`src/rtl/ysyx_220053_dmem_resp_pkg.sv`:
```
// Shared definitions for the data-side line responder.
// Holds the default widths, the FSM state encoding and a small index-width helper.
// Both the responder top and its line buffer import this package.
package ysyx_220053_dmem_resp_pkg;

  localparam int unsigned ADDR_W_DEF = 64;
  localparam int unsigned LINE_W_DEF = 128;
  localparam int unsigned BEAT_W_DEF = 64;

  typedef enum logic [1:0] {
    ST_IDLE = 2'd0,
    ST_XFER = 2'd1,
    ST_RESP = 2'd2
  } dmem_state_e;

  // Index width that stays legal (>=1) even for a single-beat line.
  function automatic int unsigned idx_width(input int unsigned n);
    return (n <= 1) ? 1 : $clog2(n);
  endfunction

endpackage

```
`src/rtl/ysyx_220053_line_buf.sv`:
```
// Line buffer for the data-side responder.
// Holds one LINE_W line as NBEATS slots of BEAT_W bits.
// Ports:
//   clk, rst          clock, synchronous active-high reset
//   load_i/line_i     parallel load of the whole line (request accept)
//   wr_i/wr_idx_i/
//   wr_data_i         single-slot write (read beat returning from memory)
//   rd_idx_i          slot select for rd_slot_c_o
//   line_o            current buffer contents (registered)
//   rd_slot_c_o       combinational slot read at rd_idx_i
module ysyx_220053_line_buf
  import ysyx_220053_dmem_resp_pkg::*;
#(
  parameter int unsigned LINE_W = LINE_W_DEF,
  parameter int unsigned BEAT_W = BEAT_W_DEF,
  parameter int unsigned IDX_W  = 1
) (
  input  logic              clk,
  input  logic              rst,
  input  logic              load_i,
  input  logic [LINE_W-1:0] line_i,
  input  logic              wr_i,
  input  logic [IDX_W-1:0]  wr_idx_i,
  input  logic [BEAT_W-1:0] wr_data_i,
  input  logic [IDX_W-1:0]  rd_idx_i,
  output logic [LINE_W-1:0] line_o,
  output logic [BEAT_W-1:0] rd_slot_c_o
);

  localparam int unsigned NBEATS = LINE_W / BEAT_W;

  logic [NBEATS-1:0][BEAT_W-1:0] slots_q, slots_d;

  // Load has priority; a slot write only lands inside the line.
  always_comb begin
    slots_d = slots_q;
    if (load_i) begin
      slots_d = line_i;
    end else if (wr_i && (32'(wr_idx_i) < NBEATS)) begin
      slots_d[wr_idx_i] = wr_data_i;
    end
  end

  always_ff @(posedge clk) begin
    if (rst) slots_q <= '0;
    else     slots_q <= slots_d;
  end

  assign line_o      = slots_q;
  assign rd_slot_c_o = (32'(rd_idx_i) < NBEATS) ? slots_q[rd_idx_i] : slots_q[0];

endmodule

```
`src/rtl/ysyx_220053_dmem_resp.sv`:
```
// Data-side line responder: accepts one line request from the memory unit and
// services it as a burst of BEAT_W beats on the backing-memory port, then pulses
// d_rw_ready_o for one cycle. Read lines are assembled in the line buffer; write
// lines stay in it, so d_data_read_o echoes the written line.
// Ports:
//   clk, rst                  clock, synchronous active-high reset
//   d_rw_addr_i/req_i/
//   valid_i/w_data_i          line request (req 1 = write), sampled only at accept
//   d_data_read_o             line buffer contents, valid with d_rw_ready_o
//   d_rw_ready_o              one-cycle completion pulse
//   mem_valid_o/we_o/
//   addr_o/wdata_o            beat request to backing memory
//   mem_ready_i/rdata_i       beat handshake and read data
module ysyx_220053_dmem_resp
  import ysyx_220053_dmem_resp_pkg::*;
#(
  parameter int unsigned ADDR_W = ADDR_W_DEF,
  parameter int unsigned LINE_W = LINE_W_DEF,
  parameter int unsigned BEAT_W = BEAT_W_DEF
) (
  input  logic              clk,
  input  logic              rst,
  input  logic [ADDR_W-1:0] d_rw_addr_i,
  input  logic              d_rw_req_i,
  input  logic              d_rw_valid_i,
  input  logic [LINE_W-1:0] d_rw_w_data_i,
  output logic [LINE_W-1:0] d_data_read_o,
  output logic              d_rw_ready_o,
  output logic              mem_valid_o,
  output logic              mem_we_o,
  output logic [ADDR_W-1:0] mem_addr_o,
  output logic [BEAT_W-1:0] mem_wdata_o,
  input  logic              mem_ready_i,
  input  logic [BEAT_W-1:0] mem_rdata_i
);

  localparam int unsigned NBEATS     = LINE_W / BEAT_W;
  localparam int unsigned IDX_W      = idx_width(NBEATS);
  localparam int unsigned OFFS_W     = $clog2(LINE_W / 8);
  localparam int unsigned BEAT_BYTES = BEAT_W / 8;
  localparam int unsigned LAST_BEAT  = NBEATS - 1;
  localparam logic [ADDR_W-1:0] OFFS_MASK = ADDR_W'((64'd1 << OFFS_W) - 64'd1);

  dmem_state_e       state_q, state_d;
  logic [IDX_W-1:0]  beat_q, beat_d;
  logic              armed_q, armed_d;
  logic              req_q, req_d;
  logic              mem_valid_q, mem_valid_d;
  logic              mem_we_q, mem_we_d;
  logic [ADDR_W-1:0] mem_addr_q, mem_addr_d;
  logic [BEAT_W-1:0] mem_wdata_q, mem_wdata_d;
  logic              ready_q, ready_d;

  logic              accept;
  logic              lb_wr;
  logic              last_beat;
  logic [IDX_W-1:0]  nxt_idx;
  logic [BEAT_W-1:0] nxt_slot;

  ysyx_220053_line_buf #(
    .LINE_W (LINE_W),
    .BEAT_W (BEAT_W),
    .IDX_W  (IDX_W)
  ) u_line_buf (
    .clk         (clk),
    .rst         (rst),
    .load_i      (accept),
    .line_i      (d_rw_w_data_i),
    .wr_i        (lb_wr),
    .wr_idx_i    (beat_q),
    .wr_data_i   (mem_rdata_i),
    .rd_idx_i    (nxt_idx),
    .line_o      (d_data_read_o),
    .rd_slot_c_o (nxt_slot)
  );

  // Next-state, beat sequencing and registered output values.
  always_comb begin
    state_d     = state_q;
    beat_d      = beat_q;
    armed_d     = armed_q;
    req_d       = req_q;
    mem_addr_d  = mem_addr_q;
    mem_wdata_d = mem_wdata_q;
    accept      = 1'b0;
    lb_wr       = 1'b0;
    last_beat   = (beat_q == IDX_W'(LAST_BEAT));
    nxt_idx     = beat_q + IDX_W'(1);

    // A held-high valid after completion must drop before it counts again.
    if (!d_rw_valid_i) armed_d = 1'b1;

    unique case (state_q)
      ST_IDLE: begin
        if (d_rw_valid_i && armed_q) begin
          accept      = 1'b1;
          armed_d     = 1'b0;
          req_d       = d_rw_req_i;
          beat_d      = '0;
          mem_addr_d  = d_rw_addr_i & ~OFFS_MASK;
          // Buffer loads on this same edge, so beat 0 comes straight from the input.
          mem_wdata_d = d_rw_w_data_i[BEAT_W-1:0];
          state_d     = ST_XFER;
        end
      end
      ST_XFER: begin
        if (mem_ready_i) begin
          lb_wr = ~req_q;
          if (last_beat) begin
            state_d = ST_RESP;
          end else begin
            beat_d      = nxt_idx;
            mem_addr_d  = mem_addr_q + ADDR_W'(BEAT_BYTES);
            mem_wdata_d = nxt_slot;
          end
        end
      end
      ST_RESP: state_d = ST_IDLE;
      default: state_d = ST_IDLE;
    endcase

    mem_valid_d = (state_d == ST_XFER);
    mem_we_d    = (state_d == ST_XFER) & req_d;
    ready_d     = (state_d == ST_RESP);
  end

  always_ff @(posedge clk) begin
    if (rst) begin
      state_q     <= ST_IDLE;
      beat_q      <= '0;
      armed_q     <= 1'b1;
      req_q       <= 1'b0;
      mem_valid_q <= 1'b0;
      mem_we_q    <= 1'b0;
      mem_addr_q  <= '0;
      mem_wdata_q <= '0;
      ready_q     <= 1'b0;
    end else begin
      state_q     <= state_d;
      beat_q      <= beat_d;
      armed_q     <= armed_d;
      req_q       <= req_d;
      mem_valid_q <= mem_valid_d;
      mem_we_q    <= mem_we_d;
      mem_addr_q  <= mem_addr_d;
      mem_wdata_q <= mem_wdata_d;
      ready_q     <= ready_d;
    end
  end

  assign d_rw_ready_o = ready_q;
  assign mem_valid_o  = mem_valid_q;
  assign mem_we_o     = mem_we_q;
  assign mem_addr_o   = mem_addr_q;
  assign mem_wdata_o  = mem_wdata_q;

endmodule

```
`config.mk`:
```
export PLATFORM = sky130hd
export DESIGN_NAME = ysyx_220053_dmem_resp
export DESIGN_NICKNAME = d
export VERILOG_FILES = /design/src/rtl/ysyx_220053_dmem_resp_pkg.sv /design/src/rtl/ysyx_220053_line_buf.sv /design/src/rtl/ysyx_220053_dmem_resp.sv
export SDC_FILE = /design/constraint.sdc
export NUM_CORES = 1
export LEC_CHECK = 0
export BUFFER_PORTS_ARGS = -buffer_cell sky130_fd_sc_hd__buf_2
export CORE_AREA = 2 2 200 202
export CTS_CLUSTER_DIAMETER = 100
export DETAILED_ROUTE_END_ITERATION = 8
export DIE_AREA = 0 0 202 204
export MAX_ROUTING_LAYER = met4
export SYNTH_ARGS = -nofsm -noshare
export SYNTH_HDL_FRONTEND = slang
export SYNTH_SLANG_ARGS = --single-unit
```
`constraint.sdc`:
```
create_clock -name clk -period 2 [get_ports clk]
set_clock_uncertainty 0.05 [all_clocks]
set_input_delay 0.2 -clock clk [delete_from_list [all_inputs] [get_ports clk]]
set_output_delay 0.2 -clock clk [all_outputs]
set_load 0.02 [all_outputs]
```
==> impl_metrics.tcl <==
set metrics [dict create \
    rows 73 \
    ys_seq_area_share_pct 37.91 \
    fin_crit_sh_pct 106.2 \
    synth-seq-cells 261 \
    post_drt_wl_per_cell_um 21.49 \
    vdd_drop_max_v 0.0007039 \
    relSlewSlack_pct 63.86 \
    hp-class "in -> reg" \
    final_cell_mix "buf_2 (511), nand2_1 (253), dlygate4sd3_1 (248)" \
    grt_usage_pct 30.33 \
    num_io_pins 520 \
    h-tree-depth 1 \
    drive_gt1_share_pct 35.91 \
    path_clk_slew_ns 0.06 \
    outcome "complete, but fails checks" \
    fin_hold_ws_ns 0.02946 \
    die_h_um 204 \
    endpoint_kind "flip-flop" \
    yosysWarnings 0 \
    synthArstFlopShare_pct 0 \
    clkLatencyLatePin_ns 0.58 \
    crit_fanout 8 \
    area_growth_pct 70.24 \
    min_period_ns 2.123 \
    finalHoldViolCount 0 \
    setup_violations 17 \
    crit_type "reg -> reg" \
    final_cells 3208 \
    reg2reg_setup_slack_ns -0.12 \
    dp_cells 2833 \
    tns_ns -1.017 \
    drt-total-wl_um 68940 \
    layout.nets 2919 \
    synthDistinctLibCells 65 \
    setup_slack_ns -0.1233 \
    violations "setup timing" \
    synth_area_sq_um 13780 \
    drv_cap 0 \
    die_area_sq_um 41210 \
    p_leak_uw 0.009738 \
    viasPerCell 5.743 \
    cts_made_buffers 31 \
    antenna_found_initial 1 \
    grt_pass1_vias 17440 \
    cts_tree "yes" \
    avgSynthCellArea_sq_um 7.722 \
    core-area_sq_um 39180 \
    cp.required_ns 2.45 \
    gp_congestion 0.9511 \
    ys.flop_type "dfxtp_1" \
    cp.arrival_ns 2.58 \
    placed_cell_area_sq_um 18290 \
    max-clock-path-buffers 3 \
    grt_overflow 0 \
    finalInstanceArea_sq_um 23470 \
    die_w_um 202 \
    grt_max_degree 106 \
    worstSetupStartpointType "flip-flop" \
    clock_sinks 261 \
    syn_inst 1785 \
    synth_edf_count 0 \
    grt_pass1_wl_um 97610 \
    drt_iter0_drc 1658 \
    dr.pass1.iters 8 \
    rsz0062_at_grt "true" \
    clock_tree.root_cell "clkbuf_16" \
    final_antenna_net_count 0 \
    timing.fmax_mhz 471.0 \
    max_slew.worst_pin.slew_ns 0.5421 \
    start_util_pct 35.18 \
    slew_violations 0 \
    vias 18420 \
    final_common_cell "buf_2" \
    drc 0 \
    dp_hpwl_um 43160 \
    powerDensity_nw_per_um2 802.1 \
    port-buffer-count 512 \
]
==> final cells by class <==
type | instances | area, sq um
tap | 525 | 656.9
antenna | 1 | 2.502
timing repair buffer | 1017 | 7949
multi-input combinational | 1339 | 8433
inverter | 7 | 26.28
clock buffer | 39 | 857.1
fill | 3355 | 15720
sequential | 261 | 5309
clock inverter | 19 | 232.7
==> flip-flops by register name, indices dropped and copies added, names as in the netlist <==
signal	cells
u_line_buf.line_o	128
mem_wdata_o	64
mem_addr_o	61
state_q	2
armed_q	1
beat_q	1
d_rw_ready_o	1
mem_valid_o	1
mem_we_o	1
req_q	1
==> where the power goes <==
part	leakage, uW	internal (uW)	switching, uW	total [uW]
sequential	0.00217	5820	503	6320
clock	0.000527	3580	2510	6090
combinational	0.00704	2710	3710	6420
total	0.00974	12100	6720	18800
==> path summary, 6_finish.rpt <==
path | start | cells past startpoint | end
setup reg to reg | mem_addr_o[23] | 8 | mem_addr_o[31]
hold reg to reg | mem_wdata_o[4] | 2 | mem_wdata_o[4]
hold / removal | d_rw_addr_i[45] | 4 | mem_addr_o[45]
setup / recovery | mem_addr_o[23] | 8 | mem_addr_o[31]
==> what timing repair did <==
item | CTS | global route
setup endpoints to repair | 117 | 108
setup buffers | 9 | 35
pin swaps | 13 | 76
resized for setup | 26 | 128
cloned | 3 | 22
endpoints found under the hold margin | 249 | 0
hold buffers | 248 | 0
==> worst max-delay path, cell delays in order (launching register included) <==
cell     delay [ns]
dfxtp_2        0.34
buf_6          0.13
nand4_1        0.23
nor3_2         0.31
buf_6          0.20
nand4_1        0.16
buf_4          0.17
or3_1          0.29
a31oi_1        0.17
==> logic make-up (layout without fill, tap and decap cells) <==
logic type,Yosys count,after routing,share of synthesized area (%)
AOI/OAI and AO/OA,506,506,24.63
adders and majority gates,1,1,0.09075
buffers and inverters,187,1082,5.210
DFF,261,261,37.91
muxes,71,71,5.165
other,1,4,0.02720
and+or+nand+nor,758,758,26.98
==> metal layers <==
| metal | part of all wire (%) | up-vias | track usage [%] |
|---|---|---|---|
| met5 | 0 | - | - |
| met4 | 4.8 | 0 | 13.94 |
| met3 | 8.8 | 226 | 4.369 |
| met2 | 47 | 1187 | 49.59 |
| met1 | 39 | 8620 | 37.07 |
| li1 | - | 8389 | - |
==> cell usage after synthesis (all sizes together), types with 6 or more instances <==
cell    number  area, sq um
buf         21        93.83
or3         15        93.84
a21oi      171        855.8
o21ai       29        145.1
o211ai      71        533.0
nand4       36        252.7
and2        12        75.08
nand2      259        972.2
a31oi       28        175.2
nor3b       66        495.5
clkbuf     159        598.1
mux2i       70        700.7
and4         8        70.07
nand3      101        505.5
and3        19        118.9
o31ai        6        45.04
dfxtp      261         5225
a22oi       16        120.1
a311oi      68        595.6
inv          7        26.28
or4         17        127.6
nor2       172        645.6
nor4        16        127.6
nor3        19        100.1
a211oi      69        518.0
a21o         6        45.04
==> metrics by stage <==
step                power, uW  setup slack [ns]  utilization (%)
global placement        11510           -0.2914            46.66
global route            19530           -0.2426            59.89
finish                  18820           -0.1233            59.89
floorplan                9268           -0.1938                -
CTS                     18120          -0.08514            56.54
detailed placement      11570           -0.2174            46.66
No activity file was read; power rests on OpenSTA's default activity.
